==> src/rtl/sat_cntr_pkg.sv <==
// Shared definitions for the saturating/wrapping counter family:
// overflow-mode encodings, next-count source selection and a range clamp.
package sat_cntr_pkg;

  // Overflow behaviour selected by the wrap_mode input.
  localparam logic MODE_SAT  = 1'b0;
  localparam logic MODE_WRAP = 1'b1;

  // Widest value the shared clamp handles; counters up to this width use it.
  localparam int CLAMP_W = 32;

  // Which rule produces the next count value this cycle.
  typedef enum logic [1:0] {
    SRC_HOLD = 2'd0,
    SRC_LOAD = 2'd1,
    SRC_FIX  = 2'd2,
    SRC_STEP = 2'd3
  } cnt_src_e;

  // Clamp value into [lo, hi]; callers zero-extend narrower operands.
  function automatic logic [CLAMP_W-1:0] clamp(
    input logic [CLAMP_W-1:0] value,
    input logic [CLAMP_W-1:0] lo,
    input logic [CLAMP_W-1:0] hi
  );
    if (value < lo) begin
      return lo;
    end else if (value > hi) begin
      return hi;
    end else begin
      return value;
    end
  endfunction

endpackage

==> src/rtl/sat_updown_cntr_step_calc.sv <==
// Combinational step arithmetic: next count and limit-hit event for one
// up/down step against the [min, max] window, in saturate or wrap mode.
// Assumes cnt_i already lies inside the window (the top corrects it first).
module sat_step_calc
  import sat_cntr_pkg::*;
#(
  parameter int N      = 8,
  parameter int STEP_W = 4
) (
  input  logic [N-1:0]      cnt_i,
  input  logic [STEP_W-1:0] step_i,
  input  logic              up_i,
  input  logic [N-1:0]      min_i,
  input  logic [N-1:0]      max_i,
  input  logic              wrap_mode_i,
  output logic [N-1:0]      next_cnt_o,
  output logic              sat_evt_o
);

  // One guard bit above the wider operand so a sum can never alias.
  localparam int AW = ((N > STEP_W) ? N : STEP_W) + 1;

  logic [AW-1:0] cnt_x;
  logic [AW-1:0] step_x;
  logic [AW-1:0] min_x;
  logic [AW-1:0] max_x;
  logic [AW-1:0] sum_x;
  logic [AW-1:0] room_x;
  logic [AW-1:0] diff_x;
  logic          wrap;

  assign cnt_x  = AW'(cnt_i);
  assign step_x = AW'(step_i);
  assign min_x  = AW'(min_i);
  assign max_x  = AW'(max_i);
  assign sum_x  = cnt_x + step_x;
  assign room_x = cnt_x - min_x;   // distance down to the floor
  assign diff_x = cnt_x - step_x;
  assign wrap   = (wrap_mode_i == MODE_WRAP);

  // Pick the stepped value, or the limit (own or opposite) when the step overshoots.
  always_comb begin
    // NOTE: every output gets a default first so no path leaves it unassigned (no latch).
    next_cnt_o = cnt_i;
    sat_evt_o  = 1'b0;
    if (step_x != '0) begin
      if (up_i) begin
        if (sum_x > max_x) begin
          sat_evt_o  = 1'b1;
          next_cnt_o = wrap ? min_i : max_i;
        end else begin
          next_cnt_o = N'(sum_x);
        end
      end else begin
        if (step_x > room_x) begin
          sat_evt_o  = 1'b1;
          next_cnt_o = wrap ? max_i : min_i;
        end else begin
          next_cnt_o = N'(diff_x);
        end
      end
    end
  end

endmodule

==> src/rtl/sat_updown_cntr.sv <==
// Up/down counter with programmable step, runtime [min, max] limits,
// saturate or wrap overflow, synchronous load, saturation pulse/sticky
// flags and rejected-limit-write reporting. N must not exceed CLAMP_W.
module sat_updown_cntr
  import sat_cntr_pkg::*;
#(
  parameter int            N       = 8,
  parameter int            STEP_W  = 4,
  parameter logic [N-1:0]  MIN_DEF = '0,
  parameter logic [N-1:0]  MAX_DEF = '1
) (
  input  logic              clk,
  input  logic              reset,
  input  logic              en,
  input  logic              up,
  input  logic [STEP_W-1:0] step,
  input  logic              wrap_mode,
  input  logic              load,
  input  logic [N-1:0]      load_val,
  input  logic              lim_we,
  input  logic [N-1:0]      lim_min,
  input  logic [N-1:0]      lim_max,
  input  logic              clr_sticky,
  output logic [N-1:0]      cnt,
  output logic              at_max,
  output logic              at_min,
  output logic              sat_pulse,
  output logic              sat_sticky,
  output logic              lim_err
);

  logic [N-1:0] cnt_q,  cnt_d;
  logic [N-1:0] min_q,  min_d;
  logic [N-1:0] max_q,  max_d;
  logic         sat_pulse_q, sat_pulse_d;
  logic         sat_sticky_q, sat_sticky_d;
  logic         lim_err_q,   lim_err_d;

  cnt_src_e     src;
  logic         out_of_range;
  logic         load_outside;
  logic [N-1:0] load_clamped;
  logic [N-1:0] cnt_clamped;
  logic [N-1:0] step_cnt;
  logic         step_evt;
  logic         lim_ok;
  logic         sat_evt;

  assign out_of_range = (cnt_q < min_q) || (cnt_q > max_q);
  assign load_outside = (load_val < min_q) || (load_val > max_q);
  assign load_clamped = N'(clamp(CLAMP_W'(load_val), CLAMP_W'(min_q), CLAMP_W'(max_q)));
  assign cnt_clamped  = N'(clamp(CLAMP_W'(cnt_q), CLAMP_W'(min_q), CLAMP_W'(max_q)));
  assign lim_ok       = (lim_min <= lim_max);

  sat_step_calc #(
    .N      (N),
    .STEP_W (STEP_W)
  ) u_step_calc (
    .cnt_i       (cnt_q),
    .step_i      (step),
    .up_i        (up),
    .min_i       (min_q),
    .max_i       (max_q),
    .wrap_mode_i (wrap_mode),
    .next_cnt_o  (step_cnt),
    .sat_evt_o   (step_evt)
  );

  // Priority decode: load beats range correction beats counting.
  always_comb begin
    src = SRC_HOLD;
    if (load) begin
      src = SRC_LOAD;
    end else if (out_of_range) begin
      src = SRC_FIX;
    end else if (en) begin
      src = SRC_STEP;
    end
  end

  // Next count and saturation event from the selected source (old limits apply).
  always_comb begin
    cnt_d   = cnt_q;
    sat_evt = 1'b0;
    unique case (src)
      SRC_LOAD: begin
        cnt_d   = load_clamped;
        sat_evt = load_outside;
      end
      SRC_FIX:  cnt_d = cnt_clamped;
      SRC_STEP: begin
        cnt_d   = step_cnt;
        sat_evt = step_evt;
      end
      default:  cnt_d = cnt_q;
    endcase
  end

  // Limit writes land only when ordered; a reversed pair is dropped and flagged.
  always_comb begin
    min_d     = min_q;
    max_d     = max_q;
    lim_err_d = 1'b0;
    if (lim_we) begin
      if (lim_ok) begin
        min_d = lim_min;
        max_d = lim_max;
      end else begin
        lim_err_d = 1'b1;
      end
    end
  end

  // Event flags: a new event outranks a simultaneous sticky clear.
  always_comb begin
    sat_pulse_d  = sat_evt;
    sat_sticky_d = sat_evt | (sat_sticky_q & ~clr_sticky);
  end

  // State registers with synchronous reset to the default window.
  always_ff @(posedge clk) begin
    // NOTE: sequential state uses non-blocking assignments so all registers sample together.
    if (reset) begin
      cnt_q        <= MIN_DEF;
      min_q        <= MIN_DEF;
      max_q        <= MAX_DEF;
      sat_pulse_q  <= 1'b0;
      sat_sticky_q <= 1'b0;
      lim_err_q    <= 1'b0;
    end else begin
      cnt_q        <= cnt_d;
      min_q        <= min_d;
      max_q        <= max_d;
      sat_pulse_q  <= sat_pulse_d;
      sat_sticky_q <= sat_sticky_d;
      lim_err_q    <= lim_err_d;
    end
  end

  assign cnt        = cnt_q;
  assign at_max     = (cnt_q == max_q);
  assign at_min     = (cnt_q == min_q);
  assign sat_pulse  = sat_pulse_q;
  assign sat_sticky = sat_sticky_q;
  assign lim_err    = lim_err_q;

endmodule

==> config.mk <==
export PLATFORM = sky130hd
export DESIGN_NAME = sat_updown_cntr
export DESIGN_NICKNAME = d
export VERILOG_FILES = /design/src/rtl/sat_cntr_pkg.sv /design/src/rtl/sat_updown_cntr_step_calc.sv /design/src/rtl/sat_updown_cntr.sv
export SDC_FILE = /design/constraint.sdc
export NUM_CORES = 1
export LEC_CHECK = 0
export CORE_MARGIN = 1.5
export CORE_UTILIZATION = 32
export CTS_CLUSTER_DIAMETER = 60
export DETAILED_ROUTE_END_ITERATION = 10
export DONT_BUFFER_PORTS = 1
export PLACE_DENSITY_LB_ADDON = 0.1
export SYNTH_ARGS = -nofsm -noshare
export SYNTH_HDL_FRONTEND = slang
export SYNTH_SLANG_ARGS = --single-unit
==> constraint.sdc <==
create_clock -name clk -period 7.8 [get_ports clk]
set_clock_uncertainty 0.2 [all_clocks]
set_input_delay 0.78 -clock clk [delete_from_list [all_inputs] [get_ports clk]]
set_output_delay 0.78 -clock clk [all_outputs]
set_load 0.005 [all_outputs]
==> flow_summary_export.csv, run 1 <==
group,metric,value,unit
cts,cts-root-buf,"clkbuf_16",
timing,finalCritPeriodShare,53.6,%
floorplan,core_area,0.0109,sq mm
route,drc_errors,0,
final_layout,multi_input_area,0.00286,sq mm
setup_path,startpoint_type,"flip-flop",
yosys,synthFlopType,"dfxtp_1",
final_layout,num-fill-cells,1193,
setup_path,crit_fanout,9,
route,via_count,3243,
placed_design,post-place-ws,3530,ps
yosys,synth_cell_types,55,
placed_design,dpl.hpwl,9.51,mm
cts,ctsLongestPathBuffers,2,
yosys,synth_nets,563,
floorplan,die_area,0.0120,sq mm
floorplan,chipWidth,109,um
global_route,grt_start_max_net_pins,28,
route,via_per_inst,5.48,
cts,cts_tree,"built",
pwr,clkPwrFrac,9.7,%
pwr,netSwitchingPower,624,uW
cts,insertion_delay,260,ps
placed_design,routabilityCongestion,0.861,
setup_path,reg2reg_slack,3620,ps
final_layout,utilization,34.9,%
final_layout,ff_latch_area,541,sq um
yosys,synth_enable_flop_cells,0,
route,drt_iter0_drc,187,
setup_path,reg2regPathDepth,15,
cts,clock-sinks,27,
global_route,grt.total_usage,20.7,%
cts,h-tree-depth,1,
final_layout,area_growth,5.25,%
pwr,intPower,605,uW
setup_path,critPathKind,"flip-flop to flip-flop",
yosys,async_reset_ff_share,0,%
timing,setup_viol,0,
cts,ctsHoldBuffers,0,
yosys,synthCells,465,
route,finalWirelength,11.9,mm
setup_path,crit_start,"cnt[1]",
global_route,use_met3,3.44,%
timing,max-slew-margin-rel,19.8,%
cts,cts_buffers,3,
yosys,synth-warning-count,0,
yosys,yosysSeqAreaShare,14.9,%
final_layout,diodes,0,
outcome,status,"finished, final reports clean",
job,drv_cap,0,
final_layout,drive_gt1_share,4.20,%
pwr,leakagePower,0.00177,uW
pwr,combPwrFrac,70.0,%
timing,rsz0062_at_grt,"no",
route,wl_per_cell,20.1,um
global_route,grt-busiest-layer,"met2",
pwr,vdd_drop_max,0.116,mV
timing,clock.fmax,0.239,GHz
setup_path,end_kind,"flip-flop",
final_layout,fin_nets,551,
timing,period_minus_slack,4180,ps
global_route,grt_pass1_vias,3313,
setup_path,crit_path_end,"cnt[1]",
min_path,hold_path.startpoint,"sat_sticky",
yosys,syn_area_per_cell,7.80,sq um
floorplan,fp-row-count,38,
timing,hold_viol,0,
cts,post_cts_buffers,0,
setup_path,r2r_end,"cnt[1]",
min_path,hold_class,"flip-flop to flip-flop",
setup_path,rr_startpoint,"cnt[1]",
cts,clk_pin_slew_worst_paths,70,ps
timing,setup_ws,3620,ps
pwr,sw_frac_of_total,50.8,%
global_route,grt_antenna_before_repair,0,
route,first_pass_iters,5,
global_route,met1_usage,28.8,%
cts,cts.repair.resized,0,
pwr,cellPowerDensity,322,mW/mm^2
timing,finalSetupTns,0,ps
yosys,ys_ff_latch,27,
floorplan,start_util,33.1,%
pwr,p_total,1230,uW
floorplan,ios,49,
placed_design,numPortBuffers,0,
timing,max_slew.worst_pin.slew,1200,ps
pwr,p_seq_share,20.3,%
setup_path,cp_data_required_time,7780,ps
route,final_antenna_net_count,0,
global_route,overflow,0,
setup_path,cp.arrival,4160,ps
yosys,syn_area,0.00362,sq mm
timing,slew_viol_final,0,
global_route,use_met2,33.3,%
floorplan,die_h,109,um
global_route,grt_pass1_wl,18.6,mm
## how the worst min path moves through the flow
| stage | end | slack (ps) | cells after the start |
|---|---|---|---|
| detailed placement | sat_sticky | 300 | 2 |
| finish | sat_sticky | 300 | 2 |
| floorplan | sat_sticky | 270 | 2 |
| CTS | sat_sticky | 310 | 2 |
| global route | sat_sticky | 350 | 2 |
| global placement | sat_sticky | 280 | 2 |
## routing by layer
| layer | vias to the layer above | routed length [um] |
|---|---|---|
| li1 | 1663 | - |
| met1 | 1471 | 5570 |
| met2 | 98 | 5170 |
| met3 | 11 | 988 |
| met4 | 0 | 150 |
| met5 | - | 0 |
## Yosys cell counts, drive strengths merged (6+ instances only)
| cell | n | share of area (%) |
|---|---|---|
| a211o | 13 | 3.1 |
| a211oi | 12 | 2.9 |
| a21oi | 33 | 4.6 |
| clkbuf | 13 | 1.4 |
| dfxtp | 27 | 15 |
| ha | 59 | 20 |
| inv | 42 | 4.3 |
| mux2i | 37 | 10 |
| nand2 | 30 | 3.1 |
| nand2b | 8 | 1.6 |
| nand3 | 6 | 1.2 |
| nand4 | 9 | 1.6 |
| nor2 | 50 | 5.2 |
| nor2b | 7 | 1.4 |
| nor3 | 6 | 0.83 |
| o211ai | 10 | 2.1 |
| o21ai | 32 | 4.5 |
| xnor2 | 8 | 1.9 |
| xor2 | 6 | 1.4 |
## through the flow
step | hold slack (ps) | std cells | area [sq um]
floorplan | 266 | 465 | 3620
finish | 296 | 592 | 3810
detailed placement | 297 | 588 | 3740
CTS | 307 | 592 | 3810
global route | 346 | 592 | 3810
global placement | 280 | 588 | 3740
## critical path, cell delays in order (launching register included)
cell	delay (ps)
dfxtp_1	610
inv_1	190
fa_1	450
o21bai_1	150
a21oi_1	150
nor2_1	160
xor2_1	210
ha_1	280
a211oi_1	300
o211ai_1	150
o211ai_1	270
o21ai_2	240
mux2i_1	170
o22ai_1	160
o21ai_0	140
a211oi_1	260
## power groups by stage
stage / sequential [uW] / clock, uW / combinational [uW]
after floorplan: 205 / 0 / 697
after global placement: 254 / 0 / 844
after detailed placement: 255 / 0 / 853
after CTS: 252 / 123 / 859
after global routing: 258 / 129 / 968
final: 249 / 120 / 860
## cell families (layout without fill, tap and decap cells)
group | after synthesis | count (layout) | share of synthesized area (%)
compound gates | 135 | 135 | 24.8
buf+inv | 59 | 46 | 6.21
xor+xnor | 14 | 14 | 3.38
flops | 27 | 27 | 14.9
simple gates | 128 | 128 | 17.5
fa+ha+maj | 62 | 62 | 22.0
mux | 40 | 40 | 11.1
## final cells by class
type,count,share of cell area (%)
Inverter,42,4.13
Sequential cell,27,14.2
Multi-Input combinational cell,379,75.0
Tap cell,140,4.59
Clock buffer,4,2.07
## cell usage in the layout (no fill, tap or decap), types with 2 or more instances in the layout
cell type,netlist,layout
a21oi_1,33,33
nor3_1,6,6
xnor2_1,8,8
mux2_2,3,3
nand2_1,30,30
or3_1,3,3
mux2i_1,37,37
a21o_1,5,5
nand3_1,5,5
o31a_1,2,2
dfxtp_1,27,27
a311oi_1,2,2
o22ai_1,4,4
fa_1,3,3
o21a_1,4,4
ha_1,59,59
a211o_1,13,13
nor2b_1,6,6
a211oi_2,3,3
a211oi_1,9,9
xor2_1,6,6
nand2b_1,7,7
a31oi_1,3,3
clkbuf_16,0,3
nor4_1,2,2
a22oi_1,2,2
inv_1,42,42
o211ai_1,10,10
nand4_1,9,9
o211a_1,2,2
o21ai_0,30,30
nor2_1,49,49
o21bai_1,5,5
## state kept, by name, summed over array words and instances (netlist names)
register    flops
min_q           8
sat_pulse       1
lim_err         1
max_q           8
sat_sticky      1
cnt             8
No activity file was read; power rests on OpenSTA's default activity.
==> run 2: changes to the inputs <==
Clock period 7.8 ns to 3.8 ns, I/O delays scaled along.
==> run 2 against run 1 <==
  * Fmax up 17%
  * Clock power rose by 110%
  * Register-to-register slack worse by 3400 ps
  * Critical path type unchanged
  * Largest power group unchanged
  * Via count rose by 6.7%
==> flow_summary_export.csv, run 2 (same netlist as run 1, synthesis figures left out) <==
group,metric,value,unit
final_layout,utilization,36.8,%
timing,finalSetupTns,0,ps
min_path,hold_class,"input pin to flip-flop",
cts,clk_pin_slew_worst_paths,70,ps
setup_path,critPathKind,"flip-flop to flip-flop",
setup_path,crit_start,"cnt[0]",
cts,cts-root-buf,"clkbuf_16",
final_layout,drive_gt1_share,9.24,%
route,drc_errors,0,
final_layout,design_area,0.00402,sq mm
pwr,p_seq_share,16.7,%
route,finalWirelength,12.4,mm
global_route,grt_pass1_vias,3409,
route,first_pass_iters,6,
timing,period_minus_slack,3560,ps
global_route,grt.total_usage,21.4,%
setup_path,end_kind,"flip-flop",
final_layout,diodes,0,
pwr,netSwitchingPower,1340,uW
floorplan,die_h,109,um
placed_design,place_area,0.00388,sq mm
setup_path,crit_fanout,5,
job,drv_cap,0,
final_layout,layout.cells.most_common,"ha_1",
timing,max_slew.worst_pin.slew,805,ps
route,via_count,3460,
global_route,grt_antenna_before_repair,0,
route,wl_per_cell,20.1,um
cts,clock-sinks,27,
setup_path,rr_startpoint,"cnt[0]",
setup_path,crit_slowest_cell,"o32a_1",
pwr,vdd_drop_max,0.255,mV
setup_path,cp_data_required_time,3770,ps
pwr,leakagePower,0.00190,uW
min_path,whs_path_depth,1,
floorplan,core_area,0.0109,sq mm
placed_design,routabilityCongestion,0.894,
setup_path,reg2reg_slack,240,ps
floorplan,chipWidth,109,um
global_route,grt_start_max_net_pins,27,
floorplan,fp-row-count,38,
timing,rsz0062_at_grt,"no",
pwr,sw_frac_of_total,49.9,%
cts,insertion_delay,270,ps
placed_design,dpl.hpwl,9.87,mm
setup_path,reg2regPathDepth,17,
min_path,hold_path.startpoint,"reset",
setup_path,cp_cell_sequence,"ha_1, inv_1, fa_2, o21bai_1, a21oi_1, buf_4, xnor2_1, ha_1, nand4_1, o32a_1, o211ai_1, buf_4, o21ai_4, mux2i_1, o22ai_2, o21ai_1, a311oi_1",
min_path,hold_end,"max_q[4]",
setup_path,cpPeakStageDelay,360,ps
final_layout,fin_cells,616,
final_layout,area_growth,10.9,%
floorplan,ios,49,
pwr,clkPwrFrac,9.6,%
global_route,grt_pass1_wl,19.3,mm
pwr,cellPowerDensity,665,mW/mm^2
timing,hold_viol,0,
setup_path,cp.arrival,3530,ps
cts,cts_buffers,3,
global_route,overflow,0,
timing,slew_viol_final,0,
timing,clock.fmax,0.281,GHz
cts,cts_tree,"built",
outcome,status,"finished, final reports clean",
route,via_per_inst,5.62,
pwr,intPower,1340,uW
timing,finalCritPeriodShare,93.8,%
final_layout,fin_nets,575,
timing,max-slew-margin-rel,46.1,%
pwr,combPwrFrac,73.7,%
timing,whs,8.11,ps
final_layout,final_cell_mix,"59 x ha_1, 49 x nor2_1, 42 x inv_1",
setup_path,startpoint_type,"flip-flop",
floorplan,die_area,0.0120,sq mm
cts,ctsLongestPathBuffers,2,
floorplan,start_util,33.1,%
route,drt_iter0_drc,202,
setup_path,r2r_end,"cnt[2]",
route,final_antenna_net_count,0,
placed_design,dp_cells,607,
placed_design,numPortBuffers,0,
timing,setup_viol,0,
cts,h-tree-depth,1,
run 2: changes by cell type in the layout (fill, tap and decap cells not counted), sizes merged:
cell         previous run  this run
o21ai                  32        33
clkbuf                  4         3
buf                     0        21
dlygate4sd3             0         2
inv                    42        43
run 2: layout make-up:
type	count	area, sq um
repair buffers	23	178
multi-input cells	380	2890
clock buffers	3	75.1
clock inverters	1	8.76
inverters	42	158
fillers	1186	6910
flip-flops and latches	27	541
well taps	140	175
run 2: power by group through the flow:
stage | registers [uW] | clock network (uW) | logic, uW
after global placement | 460 | 0 | 1920
after global routing | 458 | 278 | 2190
after floorplan | 422 | 0 | 1430
final | 446 | 257 | 1970
after CTS | 449 | 264 | 1940
after detailed placement | 456 | 0 | 1920
run 2: worst max-delay path: cells and delay by family, from the launching register on:
family / cells / cell delay, ps
AO/OA/AOI/OAI: 8 / 1290
adder cells (fa/ha/maj): 3 / 850
buffers and inverters: 3 / 380
flip-flops: 1 / 340
XOR/XNOR: 1 / 140
multiplexers: 1 / 140
AND/OR/NAND/NOR: 1 / 120
run 2: worst max path at each step:
stage | slack, ps | end
after floorplan | 250 | cnt[2]
after global placement | 190 | cnt[2]
after detailed placement | 60 | cnt[2]
after CTS | 80 | cnt[2]
after global routing | 5 | cnt[0]
final | 240 | cnt[2]
run 2: through the flow:
step | setup slack (ps) | total power [uW]
after floorplan | 249 | 1850
after global placement | 186 | 2380
after detailed placement | 60.6 | 2380
after CTS | 81.5 | 2660
after global routing | 5.13 | 2930
final | 237 | 2680
run 2: what timing repair did:
action,in CTS,in global routing
setup endpoints to repair,0,9
buffers inserted,0,2
resized for setup,0,3
hold endpoints to repair,16,1
hold buffers,1,1
run 2: routing by layer:
layer  track usage [%]  up-vias  wire [um]
met1              29.6     1626       5740
met4              5.47        0        268
met5                 0        -          0
met2              33.9      110       5450
li1                  -     1712          -
met3              4.27       12        912
